## src/rtl/multimode_ff_reg.sv

```systemverilog
// Multimode register: hold, load, toggle, JK, up/down count, shift.
// Registered terminal-count pulse on counter wrap only.
module multimode_ff_reg #(
  parameter int unsigned          WIDTH     = 8,
  parameter logic [WIDTH-1:0]     RESET_VAL = '0
) (
  input  logic             clk,
  input  logic             reset,
  input  logic             en,
  input  logic             clr,
  input  logic [2:0]       mode,
  input  logic [WIDTH-1:0] d,
  input  logic [WIDTH-1:0] k,
  input  logic             sin,
  output logic [WIDTH-1:0] q,
  output logic             tc
);

  localparam logic [WIDTH-1:0] ONE =
    {{(WIDTH-1){1'b0}}, 1'b1};

  typedef enum logic [2:0] {
    M_HOLD = 3'b000,
    M_LOAD = 3'b001,
    M_TOG  = 3'b010,
    M_JK   = 3'b011,
    M_UP   = 3'b100,
    M_DN   = 3'b101,
    M_SHL  = 3'b110,
    M_SHR  = 3'b111
  } mode_t;

  logic [WIDTH-1:0] q_next;
  logic             wrap;
  mode_t            op;

  assign op = mode_t'(mode);

  // Next state for the selected operation and its wrap flag.
  always_comb begin
    q_next = q;
    wrap   = 1'b0;
    unique case (op)
      M_HOLD: q_next = q;
      M_LOAD: q_next = d;
      M_TOG:  q_next = q ^ d;
      M_JK:   q_next = (q & ~k) | (~q & d);
      M_UP: begin
        q_next = q + ONE;
        wrap   = &q;
      end
      M_DN: begin
        q_next = q - ONE;
        wrap   = ~|q;
      end
      M_SHL:  q_next = {q[WIDTH-2:0], sin};
      M_SHR:  q_next = {sin, q[WIDTH-1:1]};
    endcase
  end

  // State register: reset, then clear, then enable gate.
  always_ff @(posedge clk or posedge reset) begin
    if (reset) begin
      q  <= RESET_VAL;
      tc <= 1'b0;
    end else if (clr) begin
      q  <= '0;
      tc <= 1'b0;
    end else if (!en) begin
      tc <= 1'b0;
    end else begin
      q  <= q_next;
      tc <= wrap;
    end
  end

endmodule
```

## config.mk

```make
export PLATFORM = sky130hd
export DESIGN_NAME = multimode_ff_reg
export DESIGN_NICKNAME = d
export VERILOG_FILES = /design/src/rtl/multimode_ff_reg.sv
export SDC_FILE = /design/constraint.sdc
export NUM_CORES = 1
export LEC_CHECK = 0
export BUFFER_PORTS_ARGS = -buffer_cell sky130_fd_sc_hd__clkbuf_2
export CORE_UTILIZATION = 55
export CTS_BUF_LIST = sky130_fd_sc_hd__clkbuf_16
export DETAILED_ROUTE_END_ITERATION = 16
export PLACE_DENSITY = 0.92
export SYNTH_ARGS = -nofsm -noshare
export SYNTH_HDL_FRONTEND = slang
export SYNTH_SLANG_ARGS = --single-unit
```

## constraint.sdc

```tcl
create_clock -name clk -period 6.3 [get_ports clk]
set_input_delay 0.63 -clock clk [delete_from_list [all_inputs] [get_ports clk]]
set_output_delay 0.63 -clock clk [all_outputs]
set_load 0.02 [all_outputs]
```

==> After elaboration in Yosys (flattened, before gate mapping) <==
Cells that the tools add are included.
{ "word_totals": {"ff_bits": 9, "input_bits": 24, "output_inout_bits": 9, "elab_cells": 30} }
{ "classes": {"n_eq_ne": 8, "n_bitwise": 6, "reduce_logical": 6, "mux": 6, "addsub": 2} }
{ "ops": {"columns": ["op", "n"], "rows": [
  ["8-bit one-hot mux with 7 select lines", 1],
  ["8-bit bitwise AND", 2],
  ["8-bit two-way mux", 2],
  ["8-bit NOT", 2],
  ["3-bit == test, second input constant", 4],
  ["8-bit by 1-bit adder with 8-bit output, second input constant", 1],
  ["8-bit OR", 1],
  ["8-bit AND reduction", 1],
  ["8-bit OR reduction", 1],
  ["8-bit by 1-bit subtractor with 8-bit output, second input constant", 1],
  ["8-bit XOR", 1],
  ["3-bit by 2-bit == test with 1-bit output, second input constant", 2],
  ["3-bit by 1-bit == test with 1-bit output, second input constant", 1],
  ["3-bit logical NOT", 1],
  ["1-bit two-way mux", 2],
  ["2-bit != test, second input constant", 1],
  ["1-bit one-hot mux with 2 select lines", 1],
  ["2-bit AND reduction", 1],
  ["2-bit nonzero test", 1],
  ["1-bit logical NOT", 1]
]} }

==> Logic depth before layout (Yosys ltp) <==
{ "depth": {"depth_word": 6, "mapped_depth": 9, "depth_no_buf": 9} }

==> Worst setup path after synthesis <==
Ideal clock, no wire load.
{ "synth_path": {"path_kind": "in2reg", "from": "input mode[2]", "to": "register q[4]", "stages": 8, "t_required_ns": 6.204, "n_path_buf": 1, "slack_ns": 3.947, "setup_ns": 0.096, "arrival_ns": 2.257, "path_cell_list": "clkbuf_1 -> nand2b_1 -> o21ai_0 -> ha_1 -> nand4_1 -> o21a_1 -> o32a_1 -> o32ai_2"} }
{ "synth_between": {"elab_chain_cells": 4, "elab_cells_between_ends": 13, "classes_between": "eq/ne: 8; mux: 3; reduce/logical: 2"} }
{ "synth_rtl": {"columns": ["element", "line", "source"], "rows": [
  ["start, declared", "11", "input logic [2:0] mode,"],
  ["3-bit == test, or another cell as far along", "43", "unique case (op)"],
  ["8-bit one-hot mux with 7 select lines", "43", null],
  ["8-bit two-way mux", "69", "end else if (!en) begin"],
  ["8-bit two-way mux", "66", "end else if (clr) begin"],
  ["end signal, assigned", "72", "q <= q_next;"],
  ["end, declared", "15", "output logic [WIDTH-1:0] q,"]
]} }
Parallel ways exist; a longest one is shown, timed or not. The select of a mux whose other input is x is not followed.
A chain may end at the register's enable or synchronous reset.

==> Worst setup path after layout <==
{ "layout_path": {"from": "input mode[0]", "to": "register q[4]"} }
Same word-level chain as after synthesis.

==> out/metrics.yaml <==
critical_path_class: "in2reg"
drive_above_1_share: 0.2573
grt_overflow: 0
drv_cap: 0
post-cts-setup-buffer-count: 0
dominantRegCellSynth: "dfrtp_1"
io_pins: 33
min-delay-path-class: "in2async"
place_ws_ps: 3520
synthesis.area_mm2: 0.001126
final.setup.worst_slack_ps: 3733
wire_per_inst_um: 14.48
ant_nets: 0
status: "completed"
drt-met1-wl_um: 1262
period_needed_ps: 2567
power.total_uw: 248.8
grt_pass1_vias: 960
ctsResizeCount: 0
die_area_mm2: 0.002233
ys_types: 48
fmax_mhz: 389.6
synth_nets: 173
drv_slew: 0
finalWirelength_um: 2867
gp_congestion: 0.8495
clockRootBuffer: "clkbuf_16"
start_util: 0.5799
rsz0062_at_grt: "false"
cts_hold_buf: 0
ys_seq_area_frac: 0.2000
drc: 0
cts_tree: "yes"
peakVddDrop_v: 0.0001153
core_area_mm2: 0.001942
first_pass_iters: 5
critPathRequiredTime_ps: 6440
power_density_mw_per_mm2: 187.2
synthArstFlopShare: 1.000
ctsLongestPathBuffers: 2
vias_per_cell: 6.187
drt_iter0_drc: 32
grt_pass1_wl_um: 4485
diodes: 0
io_buffers: 32
leakagePower_nw: 0.6108
clkTransAtPathRegs_ps: 40
dpl.cell_count: 194
insertion_delay_ps: 230
fp.dieW_um: 47.25
route.met3.wl_um: 163
met2_length_um: 1381
fin_crit_sh: 0.4074
htreeDepth: 1
rows: 16
post-dp-hpwl_um: 2019
vias: 1225
r2r_slack_ps: 4040
syn_to_final_growth_pct: 18.00
highest_layer: "met4"
tightest_slew_ps: 675.1
fin_nets: 197
clkSinkCount: 9
grt_max_degree: 30
hold_viol_final: 0
endpoint_kind: "register"
antenna_found_initial: 0
synth_edf_count: 0
setup_viol: 0
worstPathMaxFanout: 29
fin_worst_skew_ps: 1.052
grt_usage: 0.2819
yosys_warnings: 0
synth-seq-cells: 9
relSlewSlack: 0.5499
worst_ep_arrival_time_ps: 2700
cts_buffers: 3
avgSynthCellArea_um2: 7.609
syn_inst: 148
cp-start-kind: "input pin"
die-height_um: 47.25
stdcell_count: 198
setup-tns-final_ps: 0
## per-layer routing
layer / GRT usage / vias to the layer above
met4: 0.1314 / 0
met1: 0.4050 / 555
met2: 0.4082 / 59
met3: 0.04231 / 7
li1: - / 604
met5: 0 / -
## layout make-up
type / count / area (um^2)
Sequential cell: 9 / 225.2
Inverter: 5 / 18.77
Multi-Input combinational cell: 121 / 812.0
Fill cell: 183 / 613.1
Timing Repair Buffer: 32 / 160.2
Clock buffer: 3 / 75.07
Tap cell: 27 / 33.78
Clock inverter: 1 / 3.754
## power breakdown
group / internal, mW / total [mW] / switching [mW]
Sequential: 0.0618 / 0.0739 / 0.0121
Clock: 0.0829 / 0.110 / 0.0274
Combinational: 0.0281 / 0.0646 / 0.0365
## synth_stat cells, types with 2 or more instances
cell type | count | area, um^2
xor2_1 | 3 | 26.28
inv_1 | 4 | 15.01
mux2i_1 | 11 | 110.1
a221o_1 | 2 | 20.02
nor3_1 | 3 | 15.01
buf_6 | 2 | 22.52
a31oi_1 | 3 | 18.77
mux2_2 | 4 | 45.04
dfrtp_1 | 9 | 225.2
a21oi_1 | 7 | 35.03
buf_2 | 2 | 10.01
o21ai_1 | 3 | 15.01
or3_1 | 3 | 18.77
clkbuf_1 | 7 | 26.28
nand2b_1 | 3 | 18.77
a211oi_1 | 9 | 67.56
o211ai_1 | 2 | 15.01
o21ai_0 | 5 | 25.02
o22ai_1 | 2 | 12.51
nand2_1 | 23 | 86.33
nor2_1 | 9 | 33.78
nor2b_1 | 3 | 18.77
nand3_1 | 4 | 20.02
## path summary, 6_finish.rpt
path,startpoint,endpoint,cells after the start
setup / recovery,mode[0],q[4]$_DFFE_PP0P_,8
hold / removal,reset,q[2]$_DFFE_PP0P_,2
setup reg to reg,q[2]$_DFFE_PP0P_,q[6]$_DFFE_PP0P_,5
hold reg to reg,q[5]$_DFFE_PP0P_,q[5]$_DFFE_PP0P_,1
max in group asynchronous,reset,tc$_DFF_PP0_,2
min in group clk,q[5]$_DFFE_PP0P_,q[5]$_DFFE_PP0P_,1
## flip-flops by register name (all words and copies together) (netlist names)
| signal | cells |
|---|---|
| q | 8 |
| tc | 1 |
## per-stage QoR
stage	hold WS (ps)	area (um^2)	utilization
4_1_cts	348.5	1329	0.6843
5_1_grt	372.5	1329	0.6843
2_1_floorplan	457.9	1126	-
6_report	339.3	1329	0.6843
3_5_place_dp	585.1	1250	0.6437
3_3_place_gp	585.5	1250	0.6437
## worst max-delay path: stages
cell,delay [ps]
clkbuf_2,500
nand2b_1,190
o21ai_0,190
ha_1,300
nand4_1,150
o21a_1,170
o32a_1,300
o32ai_2,260
## kinds of logic after synthesis
| family | after synthesis | synth area share |
|---|---|---|
| adder cells (fa/ha/maj) | 1 | 0.01111 |
| flip-flops | 9 | 0.2000 |
| multiplexers | 15 | 0.1378 |
| AND/OR/NAND/NOR | 57 | 0.2633 |
| XOR/XNOR | 3 | 0.02334 |
| AO/OA/AOI/OAI | 45 | 0.2856 |
| buffers and inverters | 18 | 0.07888 |
## cell usage in the layout, fill, tap and decap left out, drive strengths merged, types with 2 or more instances in the layout
cell    count
mux2i      11
nor3        3
a211oi      9
or3         3
a221o       2
o21ai       8
nor2        9
a31oi       3
o211ai      2
mux2        4
nor2b       3
a21oi       7
clkbuf     35
dfrtp       9
inv         6
o22ai       2
or4         2
nand2b      3
nand3       4
xor2        3
nand2      23
Note: power is estimated with default switching activity, not from simulation.
